### config.mk
export PLATFORM = sky130hd
export DESIGN_NAME = uart_tx_engine
export DESIGN_NICKNAME = d
export VERILOG_FILES = /design/src/rtl/uart_pkg.sv /design/src/rtl/uart_tx_fifo.sv /design/src/rtl/uart_tx_engine.sv
export SDC_FILE = /design/constraint.sdc
export NUM_CORES = 1
export LEC_CHECK = 0
export BUFFER_PORTS_ARGS = -buffer_cell sky130_fd_sc_hd__buf_2
export CORE_ASPECT_RATIO = 1.4
export CORE_MARGIN = 3
export CORE_UTILIZATION = 60
export CTS_CLUSTER_SIZE = 40
export DETAILED_ROUTE_END_ITERATION = 10
export PLACE_DENSITY = 0.78
export REMOVE_ABC_BUFFERS = 1
export SKIP_CTS_REPAIR_TIMING = 1
export SLEW_MARGIN = 10
export SYNTH_ARGS = -nofsm -noshare
export SYNTH_HDL_FRONTEND = slang
export SYNTH_SLANG_ARGS = --single-unit
export TNS_END_PERCENT = 30
### constraint.sdc
create_clock -name clock -period 4.3 [get_ports clock]
set_input_delay 0.86 -clock clock [delete_from_list [all_inputs] [get_ports clock]]
set_output_delay 0.86 -clock clock [all_outputs]
set_load 0.02 [all_outputs]
### src/rtl/uart_pkg.sv
// uart_pkg: tx FSM state enum, cfg_dbits data-length encodings and length helpers
package uart_pkg;
  typedef enum logic [2:0] {IDLE, START, DATA, PARITY, STOP} tx_state_e;
  localparam logic [1:0] DBITS_5 = 2'b00;
  localparam logic [1:0] DBITS_6 = 2'b01;
  localparam logic [1:0] DBITS_7 = 2'b10;
  localparam logic [1:0] DBITS_8 = 2'b11;
  function automatic logic [7:0] dbits_mask(input logic [1:0] d);
    return d == DBITS_5 ? 8'h1f : d == DBITS_6 ? 8'h3f : d == DBITS_7 ? 8'h7f : 8'hff;
  endfunction
  function automatic logic [2:0] dbits_last(input logic [1:0] d);
    return 3'd4 + {1'b0, d};
  endfunction
endpackage

### src/rtl/uart_tx_fifo.sv
// uart_tx_fifo: 8-bit sync FIFO; wr_en/wr_data push, rd_en pops rd_data (show-ahead), flush clears, count/empty/full status
module uart_tx_fifo #(
  parameter int DEPTH = 16
) (
  input  logic                       clock,
  input  logic                       PRESET,
  input  logic                       wr_en,
  input  logic [7:0]                 wr_data,
  input  logic                       rd_en,
  output logic [7:0]                 rd_data,
  input  logic                       flush,
  output logic [$clog2(DEPTH+1)-1:0] count,
  output logic                       empty,
  output logic                       full
);
  localparam int AW = $clog2(DEPTH);
  localparam int CW = $clog2(DEPTH + 1);
  logic [7:0] mem [DEPTH];
  logic [AW-1:0] wr_ptr_q, wr_ptr_d, rd_ptr_q, rd_ptr_d;
  logic [CW-1:0] count_q, count_d;
  logic push, pop;
  assign empty = count_q == '0;
  assign full = count_q == CW'(DEPTH);
  assign count = count_q;
  assign rd_data = mem[rd_ptr_q];
  always_comb begin
    push = wr_en && !full;
    pop = rd_en && !empty;
    wr_ptr_d = flush ? '0 : wr_ptr_q + AW'(push);
    rd_ptr_d = flush ? '0 : rd_ptr_q + AW'(pop);
    count_d = flush ? '0 : count_q + CW'(push) - CW'(pop);
  end
  always_ff @(posedge clock) begin
    if (PRESET) begin
      wr_ptr_q <= '0;
      rd_ptr_q <= '0;
      count_q <= '0;
    end else begin
      wr_ptr_q <= wr_ptr_d;
      rd_ptr_q <= rd_ptr_d;
      count_q <= count_d;
    end
  end
  always_ff @(posedge clock) if (push) mem[wr_ptr_q] <= wr_data;
endmodule

### src/rtl/uart_tx_engine.sv
// uart_tx_engine: UART transmitter; wr_* feed the TX FIFO, cfg_* frame format latched per character, nCTS gates pops, TXD serial out with busy/done/FIFO status
import uart_pkg::*;
module uart_tx_engine #(
  parameter int DEPTH = 16,
  parameter int DIV_W = 16
) (
  input  logic                       clock,
  input  logic                       PRESET,
  input  logic                       wr_valid,
  input  logic [7:0]                 wr_data,
  output logic                       wr_ready,
  input  logic                       tx_flush,
  input  logic [1:0]                 cfg_dbits,
  input  logic                       cfg_par_en,
  input  logic                       cfg_par_odd,
  input  logic                       cfg_stop2,
  input  logic [DIV_W-1:0]           cfg_div,
  input  logic                       cfg_cts_en,
  input  logic                       nCTS,
  output logic                       TXD,
  output logic                       tx_busy,
  output logic                       tx_fifo_empty,
  output logic                       tx_fifo_full,
  output logic [$clog2(DEPTH+1)-1:0] tx_fifo_count,
  output logic                       tx_done
);
  tx_state_e state_q, state_d;
  logic [DIV_W-1:0] cnt_q, cnt_d, div_q, div_d;
  logic [7:0] sh_q, sh_d, fifo_data;
  logic [2:0] idx_q, idx_d, last_q, last_d;
  logic par_q, par_d, par_en_q, par_en_d, stop2_q, stop2_d, stop_idx_q, stop_idx_d;
  logic txd_q, txd_d, busy_q, busy_d, done_q, done_d, pop;
  uart_tx_fifo #(.DEPTH(DEPTH)) u_fifo (
    .clock(clock), .PRESET(PRESET), .wr_en(wr_valid), .wr_data(wr_data), .rd_en(pop),
    .rd_data(fifo_data), .flush(tx_flush), .count(tx_fifo_count), .empty(tx_fifo_empty), .full(tx_fifo_full)
  );
  assign wr_ready = !tx_fifo_full;
  assign TXD = txd_q;
  assign tx_busy = busy_q;
  assign tx_done = done_q;
  always_comb begin
    pop = state_q == IDLE && !tx_fifo_empty && (!cfg_cts_en || !nCTS);
    state_d = state_q;
    div_d = div_q;
    sh_d = sh_q;
    idx_d = idx_q;
    last_d = last_q;
    par_d = par_q;
    par_en_d = par_en_q;
    stop2_d = stop2_q;
    stop_idx_d = stop_idx_q;
    txd_d = txd_q;
    cnt_d = cnt_q != '0 ? cnt_q - DIV_W'(1) : div_q - DIV_W'(1);
    if (state_q == IDLE) begin
      cnt_d = '0;
      txd_d = 1'b1;
      if (pop) begin
        state_d = START;
        txd_d = 1'b0;
        div_d = cfg_div == '0 ? DIV_W'(1) : cfg_div;
        cnt_d = div_d - DIV_W'(1);
        sh_d = fifo_data & dbits_mask(cfg_dbits);
        last_d = dbits_last(cfg_dbits);
        par_d = ^sh_d ^ cfg_par_odd;
        par_en_d = cfg_par_en;
        stop2_d = cfg_stop2;
        stop_idx_d = 1'b0;
        idx_d = '0;
      end
    end else if (cnt_q == '0) begin
      // shift register always holds the next data bit in bit 0
      unique case (state_q)
        START: begin
          state_d = DATA;
          txd_d = sh_q[0];
          sh_d = sh_q >> 1;
        end
        DATA: begin
          if (idx_q == last_q) begin
            state_d = par_en_q ? PARITY : STOP;
            txd_d = par_en_q ? par_q : 1'b1;
          end else begin
            idx_d = idx_q + 3'd1;
            txd_d = sh_q[0];
            sh_d = sh_q >> 1;
          end
        end
        PARITY: begin
          state_d = STOP;
          txd_d = 1'b1;
        end
        STOP: begin
          stop_idx_d = stop2_q && !stop_idx_q;
          state_d = stop2_q && !stop_idx_q ? STOP : IDLE;
        end
        default: state_d = IDLE;
      endcase
    end
    busy_d = state_d != IDLE;
    done_d = state_d == STOP && cnt_d == '0 && (!stop2_d || stop_idx_d);
  end
  always_ff @(posedge clock) begin
    if (PRESET) begin
      state_q <= IDLE;
      cnt_q <= '0;
      div_q <= DIV_W'(1);
      sh_q <= '0;
      idx_q <= '0;
      last_q <= '0;
      par_q <= 1'b0;
      par_en_q <= 1'b0;
      stop2_q <= 1'b0;
      stop_idx_q <= 1'b0;
      txd_q <= 1'b1;
      busy_q <= 1'b0;
      done_q <= 1'b0;
    end else begin
      state_q <= state_d;
      cnt_q <= cnt_d;
      div_q <= div_d;
      sh_q <= sh_d;
      idx_q <= idx_d;
      last_q <= last_d;
      par_q <= par_d;
      par_en_q <= par_en_d;
      stop2_q <= stop2_d;
      stop_idx_q <= stop_idx_d;
      txd_q <= txd_d;
      busy_q <= busy_d;
      done_q <= done_d;
    end
  end
endmodule
==> results by group <==
Run status
  – Status: finished clean

Synthesis
  – Area leader, netlist: edfxtp_1
  – Yosys warns: 0
  – Register bit total from synthesis: around 200
  – Most common cell in the synthesized netlist: edfxtp_1
  – Post-synth EDFFs: between 100 and 150
  – Post-Syn Area: 8850 sq um
  – Post-synth top flop: edfxtp_1
  – Share of the synthesized area in the top cell type: 43.4%
  – Synth Instances: about 730
  – Sequential share of the synthesized area: approximately three fifths
  – Post-synth ARST share: 0%
  – Mapped Avg Cell Area: ~12 sq um
  – Synth cell count leaders: 128 x edfxtp_1, 88 x nand2_1, 70 x nor2_1, 69 x dfxtp_1, 57 x a21oi_1
  – Synth cell types: 59
  – Area contributors post-synth: edfxtp_1 43%, dfxtp_1 16%, mux4_2 9.2%

Clocking
  – CTS tree: yes
  – Num CTS Buffers: 17
  – Sink Count: ~200
  – Longest Clk Path Bufs: 2
  – Clk slew on worst S/H paths: about 70 ps
  – CTS root buf: clkbuf_16
  – Clk_lat worst skew: 430 ps
  – CTS H-tree lvls: 4

Global routing
  – First-pass GRT wire length: about 33 mm
  – Largest net degree at the start of global routing: 40
  – Number of global-route vias before repair: about 6.3k
  – Initial antenna violation count: 0
  – Total congestion overflow: 0
  – Tot GR Track Use: 26.9%

Worst setup path
  – Cell breakdown of the critical path: nor4_2 > buf_4 > and4_1 > a21oi_1 > ha_1 > nand2_1 > a2111oi_0 > o2111a_1 > nand3_1 > xor2_1 > a211oi_1 > and4bb_1
  – End of the worst register-to-register path: tx_done$_SDFF_PP0_
  – Reg2reg setup slack: around 680 ps
  – Startpoint Class: flip-flop
  – CP Capture Type: flip-flop
  – Slowest-stage cell, CP: a2111oi_0
  – Worst reg-to-reg path cell count: 12
  – Worst EP arrival: 4000 ps
  – Crit Path Class: flip-flop to flip-flop
  – Critical path origin: cnt_q[9]$_SDFF_PP0_
  – Crit Path Max Fanout: 12
  – CP peak stage delay: ~700 ps
  – FF-to-FF Start: cnt_q[9]$_SDFF_PP0_
  – Req. time, crit path: ~4700 ps

Power
  – Clk pwr share: a little over a fifth
  – Leak: ~3.4 nW
  – Power Internal: around 4.3 mW
  – PwrDens: ~750 nW/um^2
  – Part of the power in combinational logic: 44.9%
  – Sw Share: roughly two fifths
  – Max VDD drop: roughly 0.43 mV
  – Psw: 3.07 mW
  – Sequential power share: 34.3%

Place
  – DP Worst Slack: ~300 ps
  – IO buf count: between 40 and 50
  – Post-DP HPWL: 14.4 mm
  – Dpl cells: a little over 900
  – RePlAce Congestion: 0.962

STA
  – Final Cycle Share: 84.3%
  – Final max-slew violation count: 0
  – Clk_skew: roughly 15 ps
  – Worst setup margin: a little under 700 ps
  – Crit path time final: ~3600 ps
  – Worst slew margin: 20.1%
  – Max frequency: 276 MHz
  – RSZ-0062 raised after global routing: false
  – Fin Setup TNS: 0 ps
  – # setup viols final: 0
  – Final hold violation count: 0
  – Slew at the pin closest to its max-slew limit: ~1200 ps

Min path
  – Worst hold start: sh_q[6]$_SDFFE_PP0P_
  – Hold Crit Endpoint: sh_q[6]$_SDFFE_PP0P_
  – Worst Hold Class: flip-flop to flip-flop
  – Worst hold path depth: 2

Routing
  – DRC viols: 0
  – Vias per cell: roughly 6.3
  – Drt wl/cell: ~21 microns
  – TritonRoute pass-1 iters: 5
  – Post-route ant nets: 0
  – Vias: approximately 6.1k
  – Detailed Route WL: just over 20 mm
  – Initial DRC count: 544

Cells and area
  – Fraction of layout cells with a size suffix above 1: between 15 and 20%
  – # diodes: 0
  – Syn-to-layout area delta: 11.2%
  – Layout Cells excl Fill: between 900 and 1k
  – Final net count: slightly above 800

Floorplanning
  – Die area: between 15000 and 20000 sq um
  – Std-Cell Rows: slightly above 50
  – Starting density of the core: 62.5%
  – I/O pin total: between 40 and 50
  – Die Y: between 100 and 150 microns
  – Die X: about 110 microns
  – CORE AREA: 14200 sq um

Job
  – Max_cap viols: 0
-- sequential cells by signal (all words and copies together) (netlist names), 3 cells and up --
register,count
div_q,16
u_fifo.count,5
u_fifo.mem,128
u_fifo.wr_ptr_q,4
u_fifo.rd_ptr_q,4
idx_q,3
sh_q,8
cnt_q,16
state_q,3
last_q,3
-- kinds of logic after synthesis --
kind of cell	synth area share, %
DFF	59.1
muxes	9.52
adders and majority gates	2.06
xor gates and xnor gates	4.26
and+or+nand+nor	13.6
AOI/OAI and AO/OA	9.11
buffers and inverters	2.39
-- area by class of cell --
class,count,area [sq um]
sequential,197,5230
fill,1021,4330
multi-input combinational,478,3420
clock buffer,17,425
timing repair buffer,57,315
tap,185,231
clock inverter,15,158
inverter,17,63.8
-- power by group through the flow --
stage	combinational, mW	clock [mW]	sequential, mW
final	3.31	1.53	2.53
after global routing	3.61	1.63	2.56
after CTS	3.26	1.56	2.52
after detailed placement	3.23	0	2.56
after global placement	3.18	0	2.55
after floorplan	2.28	0	2.51
-- per-layer routing --
layer  part of all wire [%]  vias to the layer above  GRT usage (%)
met1                     36                     2949           30.7
met2                     52                      253           45.8
met4                    6.0                        0           18.1
met3                    5.4                       84           4.57
li1                       -                     2788              -
met5                      0                        -              0
-- cells in the final DEF, fill, tap and decap left out, types with 16 or more instances in the layout --
cell type | netlist | final
xnor2_1 | 28 | 28
nor2_1 | 70 | 70
dfxtp_1 | 69 | 68
edfxtp_1 | 128 | 128
mux4_2 | 36 | 36
buf_2 | 4 | 45
inv_1 | 16 | 16
nor3_1 | 18 | 17
nand2_1 | 88 | 88
clkbuf_16 | 0 | 17
a21oi_1 | 57 | 57
-- stage by stage --
stage | area, sq um | power, mW | utilization (%) | hold WS (ps)
2_1_floorplan | 8700 | 4.79 | - | 426
3_3_place_gp | 9250 | 5.73 | 65.3 | 442
3_5_place_dp | 9250 | 5.79 | 65.3 | 447
4_1_cts | 9830 | 7.33 | 69.4 | 458
5_1_grt | 9840 | 7.80 | 69.4 | 483
6_report | 9840 | 7.37 | 69.4 | 456
-- how the worst max path moves through the flow --
stage,cells after the start,endpoint
final,12,tx_done$_SDFF_PP0_
after global routing,12,tx_done$_SDFF_PP0_
after CTS,12,tx_done$_SDFF_PP0_
after detailed placement,14,tx_done$_SDFF_PP0_
after global placement,14,tx_done$_SDFF_PP0_
after floorplan,16,u_fifo.count[4]$_SDFF_PP0_
-- critical path: cells and delay by family (launching register included) --
kind            cells  cell delay, ps
flops               1             460
simple gates        5             830
compound gates      4            1630
buf+inv             1             170
fa+ha+maj           1             310
xor+xnor            1             190
No activity file was read; power rests on OpenSTA's default activity.
